===== config.mk =====
export PLATFORM = sky130hd
export DESIGN_NAME = wave_out
export DESIGN_NICKNAME = d
export VERILOG_FILES = /design/src/rtl/wave_out_pkg.sv /design/src/rtl/wave_sine_lut.sv /design/src/rtl/wave_out.sv
export SDC_FILE = /design/constraint.sdc
export NUM_CORES = 1
export LEC_CHECK = 0
export CORE_MARGIN = 2
export CORE_UTILIZATION = 71
export DETAILED_ROUTE_END_ITERATION = 12
export DONT_BUFFER_PORTS = 1
export PLACE_DENSITY = 0.87
export SYNTH_ARGS = -nofsm -noshare
export SYNTH_HDL_FRONTEND = slang
export SYNTH_SLANG_ARGS = --single-unit

===== constraint.sdc =====
create_clock -name clk -period 6.81 [get_ports clk]
set_input_delay 1.362 -clock clk [delete_from_list [all_inputs] [get_ports clk]]
set_output_delay 1.362 -clock clk [all_outputs]
set_load 0.05 [all_outputs]

===== src/rtl/wave_out_pkg.sv =====
// Shared constants, waveform encodings and the sine-sample generator for wave_out.
// The sine table is built at elaboration from integer-only fixed-point arithmetic.
package wave_out_pkg;

  localparam int unsigned ACC_W = 16;
  localparam int unsigned OUT_W = 8;

  typedef enum logic [1:0] {
    WAVE_SINE   = 2'b00,
    WAVE_SQUARE = 2'b01,
    WAVE_TRI    = 2'b10,
    WAVE_SAW    = 2'b11
  } wave_sel_e;

  // pi scaled by 2^30
  localparam longint PI_Q30 = 64'sd3373259426;

  // round(127.5 + 127.5*sin(2*pi*p/256)) using a Q30 Taylor series on the folded quarter wave
  function automatic logic [7:0] sine_sample(input int unsigned p);
    int unsigned q;
    logic        neg;
    longint      x;
    longint      x2;
    longint      term;
    longint      s;
    longint      v;
    neg = (p >= 128);
    q   = p % 128;
    if (q > 64) q = 128 - q;
    x    = (longint'(q) * PI_Q30) >>> 7;
    x2   = (x * x) >>> 30;
    term = x;
    s    = x;
    for (int unsigned k = 1; k <= 8; k++) begin
      term = -((term * x2) >>> 30) / longint'((2 * k) * (2 * k + 1));
      s    = s + term;
    end
    if (neg) s = -s;
    v = ((longint'(256) <<< 30) + longint'(255) * s) >>> 31;
    return v[7:0];
  endfunction

endpackage


===== src/rtl/wave_sine_lut.sv =====
// Combinational 256-entry sine lookup: 8-bit phase to unsigned 8-bit sample.
module wave_sine_lut
  import wave_out_pkg::*;
(
  input  logic [7:0] i_phase,
  output logic [7:0] o_sample
);

  logic [7:0] w_tab [256];

  for (genvar g = 0; g < 256; g++) begin : g_tab
    localparam logic [7:0] SAMPLE = sine_sample(g);
    assign w_tab[g] = SAMPLE;
  end

  assign o_sample = w_tab[i_phase];

endmodule


===== src/rtl/wave_out.sv =====
// DDS waveform generator: phase accumulator, waveform select mux and registered output.
module wave_out
  import wave_out_pkg::*;
#(
  parameter int unsigned ACC_W = wave_out_pkg::ACC_W,
  parameter int unsigned OUT_W = wave_out_pkg::OUT_W
) (
  input  logic             clk,
  input  logic             rst_n,
  input  logic [1:0]       wave_selector,
  input  logic [11:0]      freq_ctl,
  output logic [OUT_W-1:0] output_wave
);

  logic [ACC_W-1:0] r_acc;
  logic [7:0]       w_phase;
  logic [7:0]       w_sine;
  logic [7:0]       w_tri;
  logic [7:0]       w_sample;

  assign w_phase = r_acc[ACC_W-1 -: 8];
  assign w_tri   = w_phase[7] ? ~{w_phase[6:0], 1'b0} : {w_phase[6:0], 1'b0};

  wave_sine_lut u_sine (
    .i_phase  (w_phase),
    .o_sample (w_sine)
  );

  always_comb begin
    w_sample = '0;
    case (wave_sel_e'(wave_selector))
      WAVE_SINE:   w_sample = w_sine;
      WAVE_SQUARE: w_sample = w_phase[7] ? '0 : '1;
      WAVE_TRI:    w_sample = w_tri;
      WAVE_SAW:    w_sample = w_phase;
      default:     w_sample = '0;
    endcase
  end

  always_ff @(posedge clk or negedge rst_n) begin
    if (!rst_n) begin
      r_acc       <= '0;
      output_wave <= '0;
    end else begin
      r_acc       <= r_acc + ACC_W'(freq_ctl);
      output_wave <= OUT_W'(w_sample);
    end
  end

endmodule


==> After elaboration in Yosys (flattened, before gate mapping) <==
Memories as Yosys holds them, arrays and structs flattened.
Index checks and enable logic that the tools add are counted.
{ "op_classes": {"add_sub_neg": 1, "magnitude_cmp": 1, "eq_ne": 3, "n_mux": 5, "bitwise_logic": 2, "n_reduce_logical": 1} }
{ "ops": {"columns": ["op", "count"], "rows": [
  ["8-bit 2-to-1 mux", 4],
  ["8-bit one-hot mux with 4 select lines", 1],
  ["16-bit by 12-bit adder with 16-bit output", 1],
  ["9-bit >= comparator (second input constant)", 1],
  ["8-bit inverter with 9-bit output", 1],
  ["8-bit inverter", 1],
  ["2-bit equality test (second input constant)", 2],
  ["2-bit by 1-bit equality test with 1-bit output (second input constant)", 1],
  ["2-bit zero test", 1]
]} }
{ "word_totals": {"register_bits": 24, "rom_bits": 2048, "n_memories": 1} }
{ "memory_table": {"columns": ["name", "words", "width", "read_ports", "rd_clocked_by_memory_dff", "write_ports", "line_no", "source"], "rows": [
  ["(name not given)", 256, 8, 1, 0, 0, "wave_sine_lut.sv:16", "assign o_sample = w_tab[i_phase];"]
]} }

==> Logic depth before layout (Yosys ltp) <==
{ "logic_depth": {"depth_word": 5, "mapped_depth": 11, "depth_no_buf": 8} }

==> Hierarchy <==
Synthesis repeated with hierarchy kept, for this count alone.
{ "unflattened": {"cells_unflattened": 502, "area_unflattened_um2": 3704.8} }
{ "by_module_without_submodules": {"columns": ["mod", "n_inst", "cells_each", "area_each_um2", "seq_area_each_um2"], "rows": [
  ["wave_sine_lut", 1, 327, 2102.0, 0.0],
  ["wave_out", 1, 175, 1602.8, 600.6]
]} }

==> Worst setup path before layout <==
No wires, ideal clock.
{ "synth_path": {"path_type": "input-to-reg", "from": "in freq_ctl[0]", "to": "reg r_acc[8]", "arrival_ps": 2776, "required_time_ps": 6682, "path_slack_ps": 3906, "stages": 7, "path_cell_list": "ha_1 > fa_1 > a211oi_1 > o21bai_1 > a21oi_1 > o21bai_1 > xor2_1"} }
{ "synth_between": {"elab_chain_len": 1} }
{ "synth_lines": {"columns": ["item", "line_no", "source"], "rows": [
  ["from (decl)", "wave_out.sv:11", "input logic [11:0] freq_ctl,"],
  ["16-bit by 12-bit adder with 16-bit output", "wave_out.sv:45", "r_acc <= r_acc + ACC_W'(freq_ctl);"],
  ["to (signal assigned)", "wave_out.sv:45", null],
  ["to (decl)", "wave_out.sv:15", "logic [ACC_W-1:0] r_acc;"]
]} }
No other way between the ends.

==> Worst setup path in the final report <==
{ "layout_path": {"from": "reg r_acc[9]", "to": "reg output_wave[3]"} }
{ "layout_between": {"elab_chain_len": 5} }
{ "layout_lines": {"columns": ["item", "line_no", "source"], "rows": [
  ["8-bit inverter with 9-bit output (not written as such)", "wave_sine_lut.sv:16", null],
  ["memory 256 x 8 bit", null, null],
  ["8-bit 2-to-1 mux (not written as such) (2 in a row)", "wave_sine_lut.sv:16", null],
  ["8-bit one-hot mux with 4 select lines", "wave_out.sv:31", "case (wave_sel_e'(wave_selector))"],
  ["net w_sample[3]", "wave_out.sv:19", "logic [7:0] w_sample;"],
  ["to (signal assigned)", "wave_out.sv:46", "output_wave <= OUT_W'(w_sample);"],
  ["to (decl)", "wave_out.sv:12", "output logic [OUT_W-1:0] output_wave"]
]} }
The timed path passes the listed nets, and every way through them passes these cells. The select of a mux whose other input is x is not followed.

==> impl_results.md <==
- Area occupied by multi-input gates: 2600 um2
- Syn_nets: 524
- Reg2reg setup slack: 3.60 ns
- Skew-Pair Late Insertion Delay: 0.28 ns
- Max Cap Viol: 0
- CP arrival: 3.44 ns
- Gp weighted congestion: 1.02
- Core box area: 4690 um2
- Pin slew with the least headroom to its limit: 0.801 ns
- DR iter-0 viols: 809
- R2r worst-path depth: 8
- I/O pin count: 24
- Gr usage total: 0.406
- Placed Area: 3350 um2
- R2R Path Start: r_acc[9]
- Largest net degree at the start of global routing: 76
- Rows: 25
- Number of fill cells: 390
- Worst Hold End: r_acc[0]
- Initial antenna violation count: 0
- Met2 Use GR: 0.587
- Worst Path Required: 7.03 ns
- Reg area: 603 um2
- Vias in the first global route: 3439
- Status: complete, no violations
- Clk buf depth: 2
- Drt drc: 0
- Synth async-reset ratio: 1.00
- Fin area: 3420 um2
- Slew Viols, Final: 0
- CTS tree: built
- Seq/Total Area, Yosys: 0.174
- CP endpoint kind: register
- Yosys warns: 0
- Clock transition at path regs: 0.10 ns
- Hold Slack: 0.479 ns
- FF-to-FF End: output_wave[3]
- Die width: 73.7 um
- Post-synth cell types: 63
- First-pass detailed-route iteration total: 5
- Hold Crit Class: reg2reg
- Met3 usage: 0.0974
- CP Max Fanout: 20
- Fin. Hold Viols: 0
- Period Utilization, post-route: 0.472
- Post-synth EDFFs: 0
- Final clock skew: 0.00936 ns
- First-pass GRT wire length: 17200 um
- M1 GR Usage: 0.572
- Post-synthesis register bit count: 24
- Remaining antenna violation count: 0
- Routed vias: 3857
- Kind of critical path: reg2reg
- Htree depth: 1
- Root Buffer: clkbuf_8
- Startpoint of the worst hold path: r_acc[0]
- PortBufs: 0
- Via-per-instance ratio: 7.70
- Antenna cells: 0
- CTS Buf Count: 3
- Area grow syn2layout: -0.833%
- Final setup viols: 0
- Synthesized area per cell: 7.15 um2
- Initial Util: 0.736
- RSZ-0062 raised after global routing: false
- Hold path depth: 1
- Die area: 5440 um2
- Most Crowded Layer GR: met2
- Tmin final: 3.21 ns
- Maximum clock frequency: 311 MHz
- Post-CTS Resized: 0
- Total wire length: 10900 um
- Critical Path Start Type: register
- Slew HR: 0.466
- Ratio of cells with drive above 1 in the final layout: 0.0537
- Mapped Area: 3450 um2
- Vert. Die Dim: 73.7 um
- Average wire per standard cell: 21.8 um
- CTS sink cnt: 24
- Main flop type after synthesis: dfrtp_1
- Post-CTS Hold Fix Bufs: 0
- Grt total ovfl: 0
- # nets final: 489
- Final setup TNS: 0 ns
- DP HPWL: 7410 um
- Post-Synthesis Cells: 483
- Number of setup buffers added after CTS: 0
## sequential cells by signal, summed over array words and instances (netlist names)
name and cells:
r_acc 16, output_wave 8
## stage by stage
step           setup slack [ns]  utilization  cells
4_1_cts                    3.77        0.730    501
3_5_place_dp               3.56        0.715    497
3_3_place_gp               3.65        0.715    497
5_1_grt                    3.47        0.730    501
6_report                   3.60        0.730    501
2_1_floorplan              3.91            -    483
## how the worst max path moves through the flow
stage | startpoint | slack (ns) | endpoint | cells after the start
after detailed placement | freq_ctl[2] | 3.56 | r_acc[15] | 7
final | r_acc[9] | 3.60 | output_wave[3] | 8
after global placement | freq_ctl[0] | 3.65 | r_acc[12] | 8
after floorplan | freq_ctl[0] | 3.91 | r_acc[8] | 7
after global routing | r_acc[9] | 3.47 | output_wave[3] | 8
after CTS | r_acc[9] | 3.77 | output_wave[3] | 8
## Yosys cell counts, types with 4 or more instances
master / n / share of area
a221o_1: 4 / 0.012
ha_1: 24 / 0.087
a2111oi_0: 4 / 0.010
nor2_1: 42 / 0.046
nand2_1: 48 / 0.052
o221ai_1: 10 / 0.025
buf_2: 22 / 0.032
nor2b_1: 16 / 0.029
or2_2: 4 / 0.0072
or3_1: 5 / 0.0091
dfrtp_1: 24 / 0.17
nand3_1: 6 / 0.0087
and2_1: 4 / 0.0072
nand2b_1: 12 / 0.022
o22ai_1: 7 / 0.013
o21ai_0: 33 / 0.048
a31oi_1: 9 / 0.016
a21oi_1: 57 / 0.083
clkbuf_1: 16 / 0.017
xnor2_1: 12 / 0.030
o211ai_1: 9 / 0.020
o21bai_1: 4 / 0.0087
buf_1: 5 / 0.0054
a311oi_1: 4 / 0.010
inv_1: 12 / 0.013
a211oi_1: 10 / 0.022
nor3_1: 10 / 0.014
a21boi_0: 5 / 0.011
a221oi_1: 6 / 0.015
a21o_1: 5 / 0.011
## layout make-up
cell class,instances,area share
clock buffers,3,0.0121
clock inverters,1,0.00877
inverters,13,0.0142
multi-input cells,401,0.758
flip-flops and latches,24,0.176
well taps,54,0.0197
repair buffers,5,0.0110
## per-layer routing
| metal | routed length, um | up-vias |
|---|---|---|
| li1 | - | 1723 |
| met2 | 4740 | 344 |
| met1 | 4330 | 1730 |
| met5 | 0 | - |
| met3 | 1380 | 60 |
| met4 | 452 | 0 |
## worst max-delay path, cell delays in order (launching register included)
cell       delay [ns]
dfrtp_1          0.84
inv_1            0.34
ha_1             0.56
nor2b_1          0.31
nor2_1           0.09
xnor2_1          0.15
a21oi_1          0.11
a2111oi_0        0.52
o32a_1           0.24
## kinds of logic after synthesis
group / count (synthesis) / synth area share
compound gates: 194 / 0.371
simple gates: 160 / 0.223
buf+inv: 58 / 0.0743
fa+ha+maj: 25 / 0.0928
flops: 24 / 0.174
xor+xnor: 14 / 0.0355
mux: 8 / 0.0293
## cell usage in the layout, fill, tap and decap left out, drive strengths merged, types with 5 or more instances in the layout
master | synthesis | final
nor3 | 10 | 10
or2 | 6 | 6
o221ai | 10 | 10
a21o | 5 | 5
nor2b | 16 | 16
nand3 | 6 | 6
nand2b | 12 | 12
o21ai | 35 | 35
inv | 12 | 12
a21oi | 57 | 57
a31oi | 9 | 9
o211ai | 9 | 9
xnor2 | 12 | 12
buf | 29 | 5
or3 | 5 | 5
o22ai | 7 | 7
a221oi | 7 | 7
dfrtp | 24 | 24
nor2 | 42 | 42
nand2 | 48 | 48
a21boi | 5 | 5
a211oi | 10 | 10
ha | 24 | 24
Power is not shown: default switching activity piles up to over one toggle a cycle in this logic, so the estimate is an artifact.
